## src/rtl/fft_pkg.sv

```systemverilog
// Frame constants and stream-state encoding shared by the UART front end and the FFT core.
package fft_pkg;
    localparam int N_SAMPLES = 16;
    localparam int SAMPLE_W  = 16;
    localparam int IDX_W     = $clog2(N_SAMPLES);

    typedef enum logic {
        COLLECT,
        STREAM
    } state_t;
endpackage

```

## src/rtl/uart_byte_event.sv

```systemverilog
// Turns the falling edge of the UART receive-state into good-byte / bad-byte strobes.
module uart_byte_event (
    input  logic clk,
    input  logic rst,
    input  logic rx_busy,
    input  logic rx_error,
    output logic byte_evt,
    output logic err_evt
);
    logic busy_q;

    always_ff @(posedge clk or posedge rst) begin
        if (rst) busy_q <= 1'b0;
        else     busy_q <= rx_busy;
    end

    assign byte_evt = busy_q & ~rx_busy & ~rx_error;
    assign err_evt  = busy_q & ~rx_busy &  rx_error;
endmodule

```

## src/rtl/uart_sample_assembler.sv

```systemverilog
// Packs UART bytes little-endian into samples, buffers one frame, then streams it to the FFT.
module uart_sample_assembler #(
    parameter int N_SAMPLES      = fft_pkg::N_SAMPLES,
    parameter int SAMPLE_W       = fft_pkg::SAMPLE_W,
    parameter int TIMEOUT_CYCLES = 100000
) (
    input  logic                         i_clk,
    input  logic                         i_rst,
    input  logic [7:0]                   i_rx_byte,
    input  logic                         i_rx_busy,
    input  logic                         i_rx_error,
    input  logic                         i_fft_ready,
    output logic [SAMPLE_W-1:0]          o_sample,
    output logic                         o_sample_valid,
    output logic [$clog2(N_SAMPLES)-1:0] o_sample_idx,
    output logic                         o_last,
    output logic                         o_collecting,
    output logic                         o_frame_drop,
    output logic                         o_overrun
);
    import fft_pkg::state_t;
    import fft_pkg::COLLECT;
    import fft_pkg::STREAM;

    localparam int IDX_W = $clog2(N_SAMPLES);
    localparam int BYTES = SAMPLE_W / 8;
    localparam int BC_W  = (BYTES > 1) ? $clog2(BYTES) : 1;
    localparam int TO_W  = $clog2(TIMEOUT_CYCLES + 1);

    localparam logic [BC_W-1:0]  LAST_LANE = BC_W'(BYTES - 1);
    localparam logic [IDX_W-1:0] LAST_IDX  = IDX_W'(N_SAMPLES - 1);
    localparam logic [TO_W-1:0]  TO_LIMIT  = TO_W'(TIMEOUT_CYCLES - 1);

    logic                byte_evt, err_evt;
    state_t              state, state_n;
    logic [BC_W-1:0]     byte_cnt, byte_cnt_n;
    logic [IDX_W-1:0]    smp_cnt, smp_cnt_n;
    logic [IDX_W-1:0]    rd_idx, rd_idx_n;
    logic [TO_W-1:0]     to_cnt, to_cnt_n;
    logic [SAMPLE_W-1:0] asm_q, asm_n;
    logic                commit, drop_n, ovr_n, partial;
    logic [SAMPLE_W-1:0] buffer [N_SAMPLES];

    uart_byte_event u_byte_event (
        .clk      (i_clk),
        .rst      (i_rst),
        .rx_busy  (i_rx_busy),
        .rx_error (i_rx_error),
        .byte_evt (byte_evt),
        .err_evt  (err_evt)
    );

    assign partial = (byte_cnt != '0) || (smp_cnt != '0);

    always_comb begin
        state_n    = state;
        byte_cnt_n = byte_cnt;
        smp_cnt_n  = smp_cnt;
        rd_idx_n   = rd_idx;
        to_cnt_n   = to_cnt;
        asm_n      = asm_q;
        commit     = 1'b0;
        drop_n     = 1'b0;
        ovr_n      = 1'b0;
        case (state)
            COLLECT: begin
                // A byte always beats a coincident timeout: it clears the idle counter first.
                if (byte_evt) begin
                    asm_n[8*int'(byte_cnt) +: 8] = i_rx_byte;
                    to_cnt_n = '0;
                    if (byte_cnt == LAST_LANE) begin
                        byte_cnt_n = '0;
                        commit     = 1'b1;
                        smp_cnt_n  = smp_cnt + 1'b1;
                        if (smp_cnt == LAST_IDX) state_n = STREAM;
                    end else begin
                        byte_cnt_n = byte_cnt + 1'b1;
                    end
                end else if (err_evt) begin
                    byte_cnt_n = '0;
                    smp_cnt_n  = '0;
                    to_cnt_n   = '0;
                    drop_n     = partial;
                end else if (partial) begin
                    if (to_cnt == TO_LIMIT) begin
                        byte_cnt_n = '0;
                        smp_cnt_n  = '0;
                        to_cnt_n   = '0;
                        drop_n     = 1'b1;
                    end else begin
                        to_cnt_n = to_cnt + 1'b1;
                    end
                end else begin
                    to_cnt_n = '0;
                end
            end
            STREAM: begin
                to_cnt_n = '0;
                ovr_n    = byte_evt;
                if (i_fft_ready) begin
                    rd_idx_n = rd_idx + 1'b1;
                    if (rd_idx == LAST_IDX) state_n = COLLECT;
                end
            end
            default: state_n = COLLECT;
        endcase
    end

    always_ff @(posedge i_clk or posedge i_rst) begin
        if (i_rst) begin
            state        <= COLLECT;
            byte_cnt     <= '0;
            smp_cnt      <= '0;
            rd_idx       <= '0;
            to_cnt       <= '0;
            asm_q        <= '0;
            o_frame_drop <= 1'b0;
            o_overrun    <= 1'b0;
        end else begin
            state        <= state_n;
            byte_cnt     <= byte_cnt_n;
            smp_cnt      <= smp_cnt_n;
            rd_idx       <= rd_idx_n;
            to_cnt       <= to_cnt_n;
            asm_q        <= asm_n;
            o_frame_drop <= drop_n;
            o_overrun    <= ovr_n;
        end
    end

    always_ff @(posedge i_clk) begin
        if (commit) buffer[smp_cnt] <= asm_n;
    end

    assign o_sample_valid = (state == STREAM);
    assign o_collecting   = (state == COLLECT);
    assign o_sample_idx   = rd_idx;
    assign o_last         = o_sample_valid && (rd_idx == LAST_IDX);
    assign o_sample       = o_sample_valid ? buffer[rd_idx] : '0;
endmodule

```

## config.mk

```make
export PLATFORM = sky130hd
export DESIGN_NAME = uart_sample_assembler
export DESIGN_NICKNAME = d
export VERILOG_FILES = /design/src/rtl/fft_pkg.sv /design/src/rtl/uart_byte_event.sv /design/src/rtl/uart_sample_assembler.sv
export SDC_FILE = /design/constraint.sdc
export NUM_CORES = 1
export LEC_CHECK = 0
export ABC_AREA = 1
export CAP_MARGIN = 40
export CORE_ASPECT_RATIO = 0.75
export CORE_MARGIN = 3
export CORE_UTILIZATION = 40
export CTS_CLUSTER_DIAMETER = 40
export DETAILED_ROUTE_END_ITERATION = 8
export SYNTH_ARGS = -nofsm -noshare
export SYNTH_HDL_FRONTEND = slang
export SYNTH_SLANG_ARGS = --single-unit
```

## constraint.sdc

```tcl
create_clock -name i_clk -period 4.5 [get_ports i_clk]
set_input_delay 1.35 -clock i_clk [delete_from_list [all_inputs] [get_ports i_clk]]
set_output_delay 1.35 -clock i_clk [all_outputs]
set_load 0.1 [all_outputs]
```

==> key figures, run 1 <==
Clock tree
  • Num CTS Buffers: 39
  • Hold_buf cts: 0
  • Clock transition at path regs: 0.05 ns
  • # Post-CTS Setup Buffers: 0
  • CTS Buffer Depth: 3
  • Clk sink count: slightly above 300
  • Worst-Skew Late Latency: 0.54 ns
  • H-tree lvl count: 2
  • CTS tree: done
  • CTS-repair resized insts: 0
  • Clock root buffer: clkbuf_16

GRT
  • Pin count of the biggest net entering global routing: 83
  • GRT Resource Usage Total: 0.1932
  • Global route overflow: 0
  • Vias in the first global route: 8685
  • First-pass GRT wire length: between 50 and 60 mm
  • Initial antenna violation count: 0

Power
  • Cell Int Power: 5.563 mW
  • Clock power frac: 0.424
  • Net Switching: 1.880 mW
  • Sequential share of power: 0.470
  • Maximum VDD drop: between 300 and 400 uV
  • Power Density: 466.0 nW/um2
  • Static leakage: 6.909 nW
  • Design Power: 7.443 mW
  • Comb pwr share: 0.105
  • Sw frac: 0.2526

Drt
  • Drt wl/cell: 17.70 um
  • DRC errors left: 0
  • Vias: 9113
  • Via density: around 4.8
  • Antenna-violating nets left: 0
  • Drt initial violations: just under 900
  • Routed wire length: about 33 mm
  • First-pass DRT Iterations: 5

STA
  • Tcrit/Tclk final: 0.9604
  • RSZ-0062 raised after global routing: no
  • Rel. slew slack: 0.3950
  • Slew @ Worst Pin: 0.9065 ns
  • Final worst path period need: between 4 and 5 ns
  • Skew final: roughly 0.025 ns
  • Hold Vio Cnt, Final: 0
  • Final Max Tran Viols: 0
  • Final setup viols: 0
  • Achievable Freq: ~0.23 GHz

Yosys
  • Library cell with the largest summed area after synthesis: edfxtp_1
  • Post-synth net total: between 1000 and 1500
  • Synthesized area: around 13000 um2
  • Mapped Cells: approximately 1300
  • Post-synthesis register bit count: 302
  • Post-synth top area share: 0.5817
  • Synth area leaders: edfxtp_1, nand2_1, dfrtp_1
  • Synthesis Warnings: 0
  • Mean Syn Cell Area: 9.834 um2
  • Sequential share of the synthesized area: 0.6687
  • Distinct cells, synth: 29

Final layout
  • Area growth, synth to finish: 20.85%
  • Share of cells above drive strength 1: 0.1195
  • Finished Layout Cells: 1883
  • Final design utilization: 0.5010
  • Fillers: ~2900
  • NumNets Final: between 1000 and 1500
  • ANT cells: 0

Placed design
  • IO buf count: 37
  • Hpwl dp: 20.00 mm
  • RD Place Congestion: 0.7972
  • Inst Count DP: approximately 1800

Setup path
  • Critical path's most frequent cell: nand2_1
  • Worst-path cell chain: inv_4 -> buf_12 -> nand2_1 -> nand2_1 -> nand2_1 -> nand3_1 -> nand3_1 -> a21oi_1 -> buf_12
  • Kind of critical path: reg2out
  • Crit path required time: around 3.2 ns
  • Critical Path Fanout Max: around 80
  • CP peak stage delay: 0.71 ns
  • Critical Path Sink Type: output port
  • Worst setup SP type: flip-flop
  • Critical path data arrival time: between 2 and 3 ns
  • Slowest CP cell: dfrtp_4

Floorplan
  • Initial Util: 0.4146
  • Die height: roughly 160 um
  • I/O pins: 38
  • Core area: between 30000 and 40000 um2
  • Die area: around 35000 um2
  • Row count: 56
  • Die width: ~220 um

Min path
  • Worst Hold Class: reg2reg

Status
  • Run status: complete, no violations

Run
  • Maxcap violations: 0
-- kinds of logic (layout without fill, tap and decap cells) --
family / count (synthesis) / count (layout) / synth area share
and+or+nand+nor: 715 / 715 / 0.2209
DFF: 302 / 302 / 0.6687
buffers and inverters: 270 / 374 / 0.08142
AOI/OAI and AO/OA: 39 / 39 / 0.01534
xor gates and xnor gates: 12 / 12 / 0.007952
adders and majority gates: 6 / 6 / 0.005680
-- final timing paths --
| kind | start | to | slack (ns) | depth (start not counted) |
|---|---|---|---|---|
| setup / recovery | o_sample_idx[0] | o_sample[15] | 0.18 | 9 |
| hold / removal | to_cnt[0] | to_cnt[0] | 0.48 | 1 |
| setup reg to reg | o_sample_valid | buffer[11][14] | 1.90 | 7 |
| hold reg to reg | to_cnt[0] | to_cnt[0] | 0.48 | 1 |
| max in group asynchronous | i_rst | to_cnt[15] | 2.84 | 3 |
| min in group asynchronous | i_rst | o_sample_idx[3] | 1.16 | 2 |
-- synthesized netlist by cell type (all sizes together) --
master / instances
nand3b: 1
buf: 46
nand2: 506
nor3: 3
xnor2: 1
dfrtp: 46
or2: 1
ha: 6
clkinv: 2
edfxtp: 256
clkbuf: 8
nor4: 1
a21oi: 19
nand4: 7
xor2: 11
o21bai: 3
nand3: 138
nor3b: 1
o21ai: 17
nor2: 57
inv: 214
-- layout make-up --
class                   count  area, um2  share of cell area
repair buffers             88       1096             0.06862
flip-flops and latches    302       8843              0.5537
well taps                 435      544.3             0.03408
clock buffers              43       1044             0.06533
multi-input cells         772       3347              0.2096
inverters                 216      813.3             0.05092
clock inverters            27      284.0             0.01778
-- cell usage in the layout, fill, tap and decap left out, drive strengths merged --
| cell | Yosys | layout |
|---|---|---|
| a21oi | 19 | 19 |
| buf | 46 | 72 |
| bufinv | 0 | 4 |
| clkbuf | 8 | 43 |
| clkdlybuf4s50 | 0 | 16 |
| clkinv | 2 | 12 |
| clkinvlp | 0 | 4 |
| dfrtp | 46 | 46 |
| edfxtp | 256 | 256 |
| ha | 6 | 6 |
| inv | 214 | 223 |
| nand2 | 506 | 506 |
| nand3 | 138 | 138 |
| nand3b | 1 | 1 |
| nand4 | 7 | 7 |
| nor2 | 57 | 57 |
| nor3 | 3 | 3 |
| nor3b | 1 | 1 |
| nor4 | 1 | 1 |
| o21ai | 17 | 17 |
| o21bai | 3 | 3 |
| or2 | 1 | 1 |
| xnor2 | 1 | 1 |
| xor2 | 11 | 11 |
-- metal layers --
metal | part of all wire | global-route usage
met3 | 0.078 | 0.03645
met4 | 0.017 | 0.04056
met1 | 0.47 | 0.2883
met5 | 0 | 0
met2 | 0.43 | 0.2970
-- state kept, by name (all words and copies together) (netlist names) --
register and flops:
asm_q 16, smp_cnt 4, o_overrun 1, o_sample_valid 1
o_frame_drop 1, buffer 256, u_byte_event.busy_q 1, o_sample_idx 4
to_cnt 17, byte_cnt 1
-- worst max-delay path: cells and delay by family (launching register included) --
family,cells,cell delay [ns]
AND/OR/NAND/NOR,5,0.53
flip-flops,1,0.71
buffers and inverters,3,0.70
AO/OA/AOI/OAI,1,0.33
-- metrics by stage --
stage          hold slack (ns)  setup TNS [ns]  cell area (um2)  setup slack, ns
6_report                0.4752               0            15970           0.1780
5_1_grt                 0.5206               0            15970          0.07434
4_1_cts                 0.4808               0            15960           0.2059
3_5_place_dp            0.4710               0            14630           0.4857
3_3_place_gp            0.4541               0            14520           0.5892
2_1_floorplan           0.4329          -2.047            13220          -0.1636
-- power by group through the flow --
| stage | registers (mW) | clock network [mW] | logic, mW |
|---|---|---|---|
| after floorplan | 3.58 | 0 | 0.317 |
| after global placement | 3.56 | 0 | 0.756 |
| after detailed placement | 3.56 | 0 | 0.785 |
| after CTS | 3.50 | 3.21 | 0.787 |
| after global routing | 3.51 | 3.34 | 0.850 |
| final | 3.50 | 3.16 | 0.784 |
Power figures use the tool's default switching activity.
==> run 2, diff against run 1 <==
--- a/config.mk
+++ b/config.mk
@@ -9,7 +9,7 @@
 export CAP_MARGIN = 40
 export CORE_ASPECT_RATIO = 0.75
 export CORE_MARGIN = 3
-export CORE_UTILIZATION = 40
+export CORE_UTILIZATION = 46
 export CTS_CLUSTER_DIAMETER = 40
 export DETAILED_ROUTE_END_ITERATION = 8
 export SYNTH_ARGS = -nofsm -noshare
==> key figures, run 2 (synthesis gave the netlist of run 1 again) <==
STA
  • Final setup viols: 0
  • Setup TNS: 0 ns
  • Slew @ Worst Pin: ~0.85 ns
  • Final worst path period need: just over 4 ns
  • Rel. slew slack: 0.4307
  • Achievable Freq: roughly 0.24 GHz
  • Final Max Tran Viols: 0
  • Skew final: between 0.015 and 0.02 ns
  • Hold Vio Cnt, Final: 0
  • Tcrit/Tclk final: 0.9111
  • RSZ-0062 raised after global routing: no
  • Final WS setup: between 0.4 and 0.5 ns

Drt
  • Vias: 9086
  • Routed wire length: between 30 and 40 mm
  • Drt initial violations: approximately 800
  • First-pass DRT Iterations: 5
  • Drt wl/cell: 17.43 um
  • Antenna-violating nets left: 0
  • Via density: between 4 and 5
  • DRC errors left: 0

Setup path
  • Reg2reg setup slack: around 2.2 ns
  • Reg-to-reg startpoint: o_sample_valid
  • Reg2reg end: buffer[7][7]
  • Worst Reg2Reg Path Length in Cells: 4
  • Worst setup SP type: flip-flop
  • Kind of critical path: reg2out
  • Critical path data arrival time: between 2 and 3 ns
  • Crit path required time: ~3.2 ns
  • Critical Path Sink Type: output port
  • Critical Path Fanout Max: 32

Clock tree
  • CTS-repair resized insts: 0
  • Clock transition at path regs: 0.05 ns
  • # Post-CTS Setup Buffers: 0
  • CTS Buffer Depth: 3
  • Worst-Skew Late Latency: ~0.5 ns
  • Hold_buf cts: 0
  • Clock root buffer: clkbuf_16
  • CTS tree: done
  • H-tree lvl count: 2
  • Num CTS Buffers: 37
  • Clk sink count: between 300 and 400

Power
  • Cell Int Power: 5.358 mW
  • Design Power: 7.119 mW
  • Power Density: about 450 nW/um2
  • Comb pwr share: 0.107
  • Maximum VDD drop: between 400 and 500 uV
  • Sequential share of power: 0.492
  • Clock power frac: 0.401
  • Static leakage: just under 7 nW
  • Sw frac: 0.2474
  • Net Switching: approximately 1.8 mW

Final layout
  • Max reg flops: about 260
  • NumNets Final: approximately 1400
  • Final design utilization: 0.5564
  • Most frequent cells in the layout: nand2_1, edfxtp_1, inv_1
  • Fillers: roughly 2500
  • ANT cells: 0
  • Reg with most FFs: buffer
  • Area growth, synth to finish: 18.64%
  • Finished Layout Cells: around 1800
  • Commonest non-fill, non-tap cell in the layout: nand2_1
  • Share of cells above drive strength 1: 0.1080
  • Largest registers: buffer (256), to_cnt (17), asm_q (16)

Placed design
  • RD Place Congestion: between 0.8 and 0.9
  • Hpwl dp: 19.07 mm
  • Inst Count DP: 1764
  • Setup slack at placement: between 0.8 and 0.9 ns
  • IO buf count: 37

GRT
  • Initial antenna violation count: 0
  • GRT met3 Usage: 0.03395
  • Pin count of the biggest net entering global routing: approximately 130
  • Met2 Track Usage GR: 0.3088
  • GRT Resource Usage Total: 0.2080
  • Vias in the first global route: between 8000 and 9000
  • First-pass GRT wire length: between 40 and 50 mm
  • Global route overflow: 0
  • Global route hottest layer: met1
  • GR Util met1: 0.3218

Floorplan
  • Row count: 53
  • Core area: 28180 um2
  • I/O pins: 38
  • Die area: around 31000 um2
  • Die width: roughly 200 um
  • Initial Util: 0.4689
  • Die height: about 150 um

Min path
  • Min-delay src: to_cnt[0]
  • Hold path endpoint: to_cnt[0]
  • Worst hold path stage count: 1
  • Worst Hold Class: reg2reg

Run
  • Maxcap violations: 0

Status
  • Run status: complete, no violations
[run 2: cell count changes in the layout (fill, tap and decap cells not counted), sizes merged]
| cell | previous run | this run |
|---|---|---|
| clkinv | 12 | 11 |
| clkbuf | 43 | 47 |
| inv | 223 | 217 |
| buf | 72 | 73 |
| bufinv | 4 | 2 |
[run 2: power groups by stage]
| stage | Sequential [mW] | Combinational (mW) | Clock (mW) |
|---|---|---|---|
| 5_1_grt | 3.51 | 0.833 | 3.03 |
| 3_5_place_dp | 3.56 | 0.768 | 0 |
| 6_report | 3.50 | 0.761 | 2.86 |
| 4_1_cts | 3.50 | 0.769 | 2.92 |
| 2_1_floorplan | 3.58 | 0.317 | 0 |
| 3_3_place_gp | 3.56 | 0.731 | 0 |
[run 2: cell type report]
class                      instances  area [um2]  area share
tap                              385       481.7     0.03072
inverter                         216       813.3     0.05187
multi-input combinational        772        3327      0.2122
clock buffer                      47        1016     0.06479
sequential                       302        8843      0.5640
timing repair buffer              89        1033     0.06591
clock inverter                    18       165.2     0.01053
[run 2: metrics by stage]
stage / instance area (um2) / hold WS (ns)
CTS: 15680 / 0.4612
floorplan: 13220 / 0.4329
global placement: 14380 / 0.4579
detailed placement: 14500 / 0.4510
finish: 15680 / 0.4598
global route: 15680 / 0.4743
[run 2: worst max path at each step]
stage,end,cells after the start,slack (ns),from
6_report,o_sample[9],9,0.40,o_sample_idx[1]
2_1_floorplan,o_sample[10],4,-0.16,o_sample_valid
3_5_place_dp,buffer[6][6],11,0.90,i_rx_busy
5_1_grt,o_sample[3],9,0.26,o_sample_idx[0]
3_3_place_gp,buffer[6][1],11,0.90,i_rx_busy
4_1_cts,o_sample[9],9,0.38,o_sample_idx[1]
[run 2: layer usage]
metal  vias up  share of wire
li1       4421              -
met1      4321           0.48
met2       301           0.44
met3        43          0.070
met4         0          0.018
met5         -              0
[run 2: critical path, stage by stage, from the launching register on]
cell	delay [ns]
dfrtp_2	0.41
inv_2	0.49
buf_4	0.38
nand3_1	0.13
nand2_1	0.10
nand2_1	0.05
nand2_1	0.16
inv_1	0.06
a21oi_1	0.23
buf_12	0.21
